$ cat config.mk
export PLATFORM = sky130hd
export DESIGN_NAME = fitbit_display_scheduler
export DESIGN_NICKNAME = d
export VERILOG_FILES = /design/src/rtl/fitbit_display_scheduler_pkg.sv /design/src/rtl/fitbit_sec_tick.sv /design/src/rtl/fitbit_display_scheduler.sv
export SDC_FILE = /design/constraint.sdc
export NUM_CORES = 1
export LEC_CHECK = 0
export CORE_ASPECT_RATIO = 0.9
export CORE_MARGIN = 4
export CORE_UTILIZATION = 49
export DETAILED_ROUTE_END_ITERATION = 7
export PLACE_DENSITY = 0.72
export SKIP_LAST_GASP = 1
export SLEW_MARGIN = 15
export SYNTH_ARGS = -nofsm -noshare
export SYNTH_HDL_FRONTEND = slang
export SYNTH_SLANG_ARGS = --single-unit
$ cat constraint.sdc
create_clock -name clk100Mhz -period 4.8 [get_ports clk100Mhz]
set_input_delay 0.96 -clock clk100Mhz [delete_from_list [all_inputs] [get_ports clk100Mhz]]
set_output_delay 0.96 -clock clk100Mhz [all_outputs]
set_load 0.005 [all_outputs]
$ cat src/rtl/fitbit_display_scheduler_pkg.sv
// Shared definitions for the display scheduler: mode encodings, display limits
// and decimal-point patterns.
package fitbit_display_scheduler_pkg;

  typedef enum logic [1:0] {
    MODE_STEPS  = 2'd0,
    MODE_DIST   = 2'd1,
    MODE_ACTIVE = 2'd2,
    MODE_ALERT  = 2'd3
  } mode_t;

  localparam logic [13:0] DISP_MAX = 14'd9999;

  localparam logic [3:0] DP_NONE  = 4'b0000;
  localparam logic [3:0] DP_DIST  = 4'b0010;
  localparam logic [3:0] DP_ALERT = 4'b1111;

  // ALERT never appears in the rotation, so it falls back to STEPS.
  function automatic mode_t next_rotation(input mode_t m);
    case (m)
      MODE_STEPS: return MODE_DIST;
      MODE_DIST:  return MODE_ACTIVE;
      default:    return MODE_STEPS;
    endcase
  endfunction

endpackage

$ cat src/rtl/fitbit_sec_tick.sv
// Free-running one-second timebase: tick is high for the single cycle in which
// the cycle counter wraps back to zero.
module fitbit_sec_tick #(
  parameter int SEC_CYCLES = 100000000
) (
  input  logic clk100Mhz,
  input  logic rst,
  output logic tick
);

  localparam int CW = (SEC_CYCLES > 1) ? $clog2(SEC_CYCLES) : 1;
  localparam logic [CW-1:0] LAST = CW'(SEC_CYCLES - 1);

  logic [CW-1:0] count;

  assign tick = (count == LAST);

  always_ff @(posedge clk100Mhz or posedge rst) begin
    if (rst) begin
      count <= '0;
    end else if (tick) begin
      count <= '0;
    end else begin
      count <= count + CW'(1);
    end
  end

endmodule

$ cat src/rtl/fitbit_display_scheduler.sv
// Rotates the 4-digit display between steps, distance and active seconds,
// with an overflow ALERT mode that preempts the rotation and then returns.
module fitbit_display_scheduler
  import fitbit_display_scheduler_pkg::*;
#(
  parameter int SEC_CYCLES = 100000000,
  parameter int DWELL_SECS = 2,
  parameter int ACT_THRESH = 32
) (
  input  logic        clk100Mhz,
  input  logic        rst,
  input  logic        stepPulse,
  input  logic [13:0] stepCount,
  input  logic [3:0]  distance,
  input  logic        OFLOW,
  input  logic        advanceReq,
  input  logic        holdReq,
  output logic [1:0]  modeSel,
  output logic [13:0] dispValue,
  output logic [3:0]  dpMask,
  output logic        modeChange
);

  localparam int DW = (DWELL_SECS > 1) ? $clog2(DWELL_SECS + 1) : 1;
  localparam int WW = (ACT_THRESH > 1) ? $clog2(ACT_THRESH + 1) : 1;
  localparam logic [DW-1:0] DWELL_LAST = DW'(DWELL_SECS - 1);
  localparam logic [WW-1:0] ACT_MAX    = WW'(ACT_THRESH);

  logic          tick;
  mode_t         mode;
  mode_t         prev_mode;
  mode_t         saved_mode;
  mode_t         leave_target;
  logic [DW-1:0] dwell;
  logic [WW-1:0] win_count;
  logic [13:0]   active_secs;
  logic          oflow_q;
  logic          oflow_rise;
  logic          armed;
  logic [13:0]   disp_next;
  logic [3:0]    dp_next;

  fitbit_sec_tick #(.SEC_CYCLES(SEC_CYCLES)) u_sec_tick (
    .clk100Mhz (clk100Mhz),
    .rst       (rst),
    .tick      (tick)
  );

  assign oflow_rise   = OFLOW && !oflow_q;
  assign leave_target = (mode == MODE_ALERT) ? saved_mode : next_rotation(mode);
  assign modeSel      = mode;

  // A pulse landing on the tick cycle belongs to the window that tick opens.
  always_ff @(posedge clk100Mhz or posedge rst) begin
    if (rst) begin
      win_count   <= '0;
      active_secs <= '0;
    end else if (tick) begin
      if (win_count >= ACT_MAX && active_secs != DISP_MAX) begin
        active_secs <= active_secs + 14'd1;
      end
      win_count <= stepPulse ? WW'(1) : '0;
    end else if (stepPulse && win_count != ACT_MAX) begin
      win_count <= win_count + WW'(1);
    end
  end

  // Priority: overflow rise, then user advance, then dwell expiry on tick.
  always_ff @(posedge clk100Mhz or posedge rst) begin
    if (rst) begin
      mode       <= MODE_STEPS;
      saved_mode <= MODE_STEPS;
      dwell      <= '0;
      oflow_q    <= 1'b0;
    end else begin
      oflow_q <= OFLOW;
      if (oflow_rise) begin
        if (mode != MODE_ALERT) begin
          saved_mode <= mode;
        end
        mode  <= MODE_ALERT;
        dwell <= '0;
      end else if (advanceReq) begin
        mode  <= leave_target;
        dwell <= '0;
      end else if (tick && (mode == MODE_ALERT || !holdReq)) begin
        if (dwell == DWELL_LAST) begin
          mode  <= leave_target;
          dwell <= '0;
        end else begin
          dwell <= dwell + DW'(1);
        end
      end
    end
  end

  always_comb begin
    disp_next = DISP_MAX;
    dp_next   = DP_NONE;
    case (mode)
      MODE_STEPS: begin
        disp_next = (OFLOW || stepCount > DISP_MAX) ? DISP_MAX : stepCount;
      end
      MODE_DIST: begin
        disp_next = {10'd0, distance} * 14'd5;
        dp_next   = DP_DIST;
      end
      MODE_ACTIVE: begin
        disp_next = active_secs;
      end
      default: begin
        disp_next = DISP_MAX;
        dp_next   = DP_ALERT;
      end
    endcase
  end

  // armed holds the display steady for the first cycle out of reset.
  always_ff @(posedge clk100Mhz or posedge rst) begin
    if (rst) begin
      prev_mode  <= MODE_STEPS;
      modeChange <= 1'b0;
      dispValue  <= '0;
      dpMask     <= DP_NONE;
      armed      <= 1'b0;
    end else begin
      armed      <= 1'b1;
      prev_mode  <= mode;
      modeChange <= (mode != prev_mode);
      if (armed) begin
        dispValue <= disp_next;
        dpMask    <= dp_next;
      end
    end
  end

endmodule

==> reports/metrics.yaml <==
global_routing:
  overflow: 0
  grt_use_total_pct: 18.9
  grt_max_degree: 40
  antenna_found_initial: 0
  grt_use_met2_pct: 29.1
  grt_pass1_wl_mm: 14.0
  grt_pass1_vias: 2941
  busiest_layer: "met2"
  grt_util_met1_pct: 26.5
  use_met3_pct: 4.79
setup_path:
  crit-reg2reg-capture: "active_secs[1]"
  path_max_fanout: 27
  required_ns: 5.03
  slowest_stage: "and3_2"
  crit_type: "reg -> reg"
  cp_cell_sequence: "or4_4 -> nor4_4 -> and3_2 -> nand3_2 -> mux2_4"
  start_kind: "flip-flop"
  r2r_slack_ns: 2.05
  worstPathArrival_ns: 2.99
  critPathCaptureType: "flip-flop"
  r2r_start: "u_sec_tick.count[17]"
  r2r_cells: 5
  critPathMaxStageDelay_ns: 0.65
floorplanning:
  initial_utilization_pct: 51.7
  die_h_um: 90.8
  rows: 29
  coreArea_sq_mm: 0.00722
  die_width_um: 100
  io_pins: 45
  die_area_sq_mm: 0.00907
synthesis:
  syn_area_per_cell_sq_um: 9.79
  dominantRegCellSynth: "dfrtp_1"
  ys_ff_latch: 74
  synth_area_leaders: "dfrtp_1 (50%), nor2_1 (4.9%), xnor2_1 (4.9%), xor2_1 (4.7%), nand2_1 (3.5%)"
  synth.distinct_cells: 51
  synthArstFlopShare_pct: 100
  synth_top_cell_by_area: "dfrtp_1"
  syn_area_sq_mm: 0.00373
  synth_top_area_share_pct: 49.6
  yosysWarnings: 0
  seq_area_frac_synth_pct: 49.6
  postSynthCellCount: 381
  synth_nets: 414
  synth_edf_count: 0
placed_design:
  place_ws_ns: 1.88
  place_congestion: 0.813
  place_area_sq_mm: 0.00421
  placed_cells: 506
  dpl.hpwl_mm: 5.69
  port_buffers: 44
min_path:
  min_path_cells: 2
  hp-start: "prev_mode[1]"
  hp-class: "reg -> reg"
  min_to: "modeChange"
power_and_ir_drop:
  p_leak_nw: 1.87
  clockPowerShare_pct: 35.6
  peakVddDrop_uv: 237
  power_density_mw_per_mm2: 377
  power.share.switching_pct: 26.4
  p_switching_mw: 0.443
  power_frac_comb_pct: 17.9
  p_total_mw: 1.68
  p_int_mw: 1.24
  pwr-share-seq_pct: 46.5
layout:
  multi_input_area_sq_mm: 0.00176
  finalNonFillerCells: 522
  ff_latch_area_sq_mm: 0.00185
  antennaDiodeCount: 0
  fin_area_sq_mm: 0.00446
  final_layout_size_suffix_gt1_share_pct: 7.23
  utilization_pct: 61.8
  area_growth_pct: 19.6
  layout.nets: 457
  n_fill_cell: 614
timing:
  fin_crit_sh_pct: 57.4
  whs_ns: 0.477
  hold_viol_final: 0
  relSlewSlack_pct: 38.7
  max_freq_mhz: 363
  min_period_ns: 2.75
  fin_skew_ns: 0.00731
  tns_ns: 0
  worstMarginPinSlew_ns: 0.920
  setup_violations: 0
  drv_slew: 0
  rsz0062_at_grt: "no"
  setup_ws_ns: 2.05
clock_network:
  post-cts-setup-buffers: 0
  cts-root-buf: "clkbuf_8"
  cts_sinks: 74
  insertion_delay_ns: 0.34
  cts_buffers: 9
  path_clk_slew_ns: 0.08
  cts_buffer_depth: 2
  cts-resized-gates: 0
  ctsHoldBuffers: 0
  cts_tree: "yes"
  htreeDepth: 3
run:
  cap_violations: 0
routing:
  drt_pass1_iterations: 4
  wire_per_inst_um: 15.5
  drc: 0
  vias_per_cell: 5.59
  postRouteAntennaNets: 0
  vias: 2918
  wl_mm: 8.09
  drt_iter0_drc: 140
outcome:
  status: "finished, final reports clean"
==> state kept, by name, indices dropped and copies added (netlist names) <==
signal            count
saved_mode            2
armed                 1
dwell                 2
dispValue            14
active_secs          14
u_sec_tick.count     27
modeSel               2
prev_mode             2
oflow_q               1
dpMask                2
win_count             6
modeChange            1
==> cells by family after synthesis <==
logic type | Yosys count | synth area share [%]
xor+xnor | 41 | 9.63
compound gates | 61 | 9.96
other cells | 1 | 0.101
simple gates | 167 | 22.6
mux | 5 | 1.58
buf+inv | 23 | 3.25
flops | 74 | 49.6
fa+ha+maj | 9 | 3.22
==> per-layer routing <==
metal  vias to the layer above  wire, um
met2                        50      3880
li1                       1432         -
met5                         -         0
met1                      1426      3860
met3                        10       266
met4                         0        85
==> Yosys cell counts (2+ instances only) <==
cell / number
a221oi_1: 4
nor4b_1: 2
xnor2_1: 21
nor3_1: 11
a22oi_1: 4
buf_2: 2
o211ai_1: 3
and3_1: 3
clkbuf_1: 5
nor2b_1: 4
or2_2: 2
nand3_1: 21
buf_4: 2
nand2b_1: 2
and4_1: 3
a31oi_1: 7
o31ai_1: 2
xor2_1: 20
nor4_1: 7
nand2_1: 35
a21oi_1: 12
ha_1: 8
nand4_1: 19
dfrtp_1: 74
inv_1: 9
o21ai_0: 21
mux2_2: 3
nor2_1: 49
o22ai_1: 4
==> final cells by class <==
class                           count  area share, %
Sequential cell                    74           41.5
Multi-Input combinational cell    284           39.4
Timing Repair Buffer               45           10.0
Clock buffer                       11           3.39
Tap cell                           93           2.61
Clock inverter                      5           2.24
Inverter                           10          0.841
==> power groups by stage <==
stage | sequential, mW | combinational (mW) | clock (mW)
finish | 0.783 | 0.301 | 0.598
global route | 0.797 | 0.338 | 0.641
CTS | 0.782 | 0.304 | 0.613
global placement | 0.791 | 0.296 | 0
detailed placement | 0.791 | 0.303 | 0
floorplan | 0.759 | 0.184 | 0
==> critical path: cells and delay by family, from the launching register on <==
family | cells | cell delay [ns]
flops | 1 | 0.44
mux | 1 | 0.33
simple gates | 4 | 1.87
==> placed cells by master (no fill, tap or decap), drive strengths merged, types with 3 or more instances in the layout <==
master and instances:
o211ai 3, bufinv 3, clkbuf 11, inv 9, clkinv 3, ha 8, nand2 35, nor2 49
xnor2 21, a31oi 7, nand3 22, nor4 8, a221oi 4, xor2 20, dfrtp 74, o22ai 4
a21oi 12, a22oi 4, and3 4, nor2b 4, and4 3, mux2 4, o21ai 21, nand4 19
clkdlybuf4s50 44, nor3 11
==> worst max path at each step <==
| stage | start | end | slack (ns) | depth (start not counted) |
|---|---|---|---|---|
| CTS | u_sec_tick.count[17] | active_secs[1] | 2.06 | 5 |
| detailed placement | distance[3] | dispValue[5] | 1.88 | 7 |
| finish | u_sec_tick.count[17] | active_secs[1] | 2.05 | 5 |
| floorplan | rst | active_secs[0] | 1.96 | 1 |
| global route | u_sec_tick.count[17] | active_secs[1] | 1.96 | 5 |
| global placement | distance[3] | dispValue[5] | 1.90 | 7 |
No activity file was read; power rests on OpenSTA's default activity.
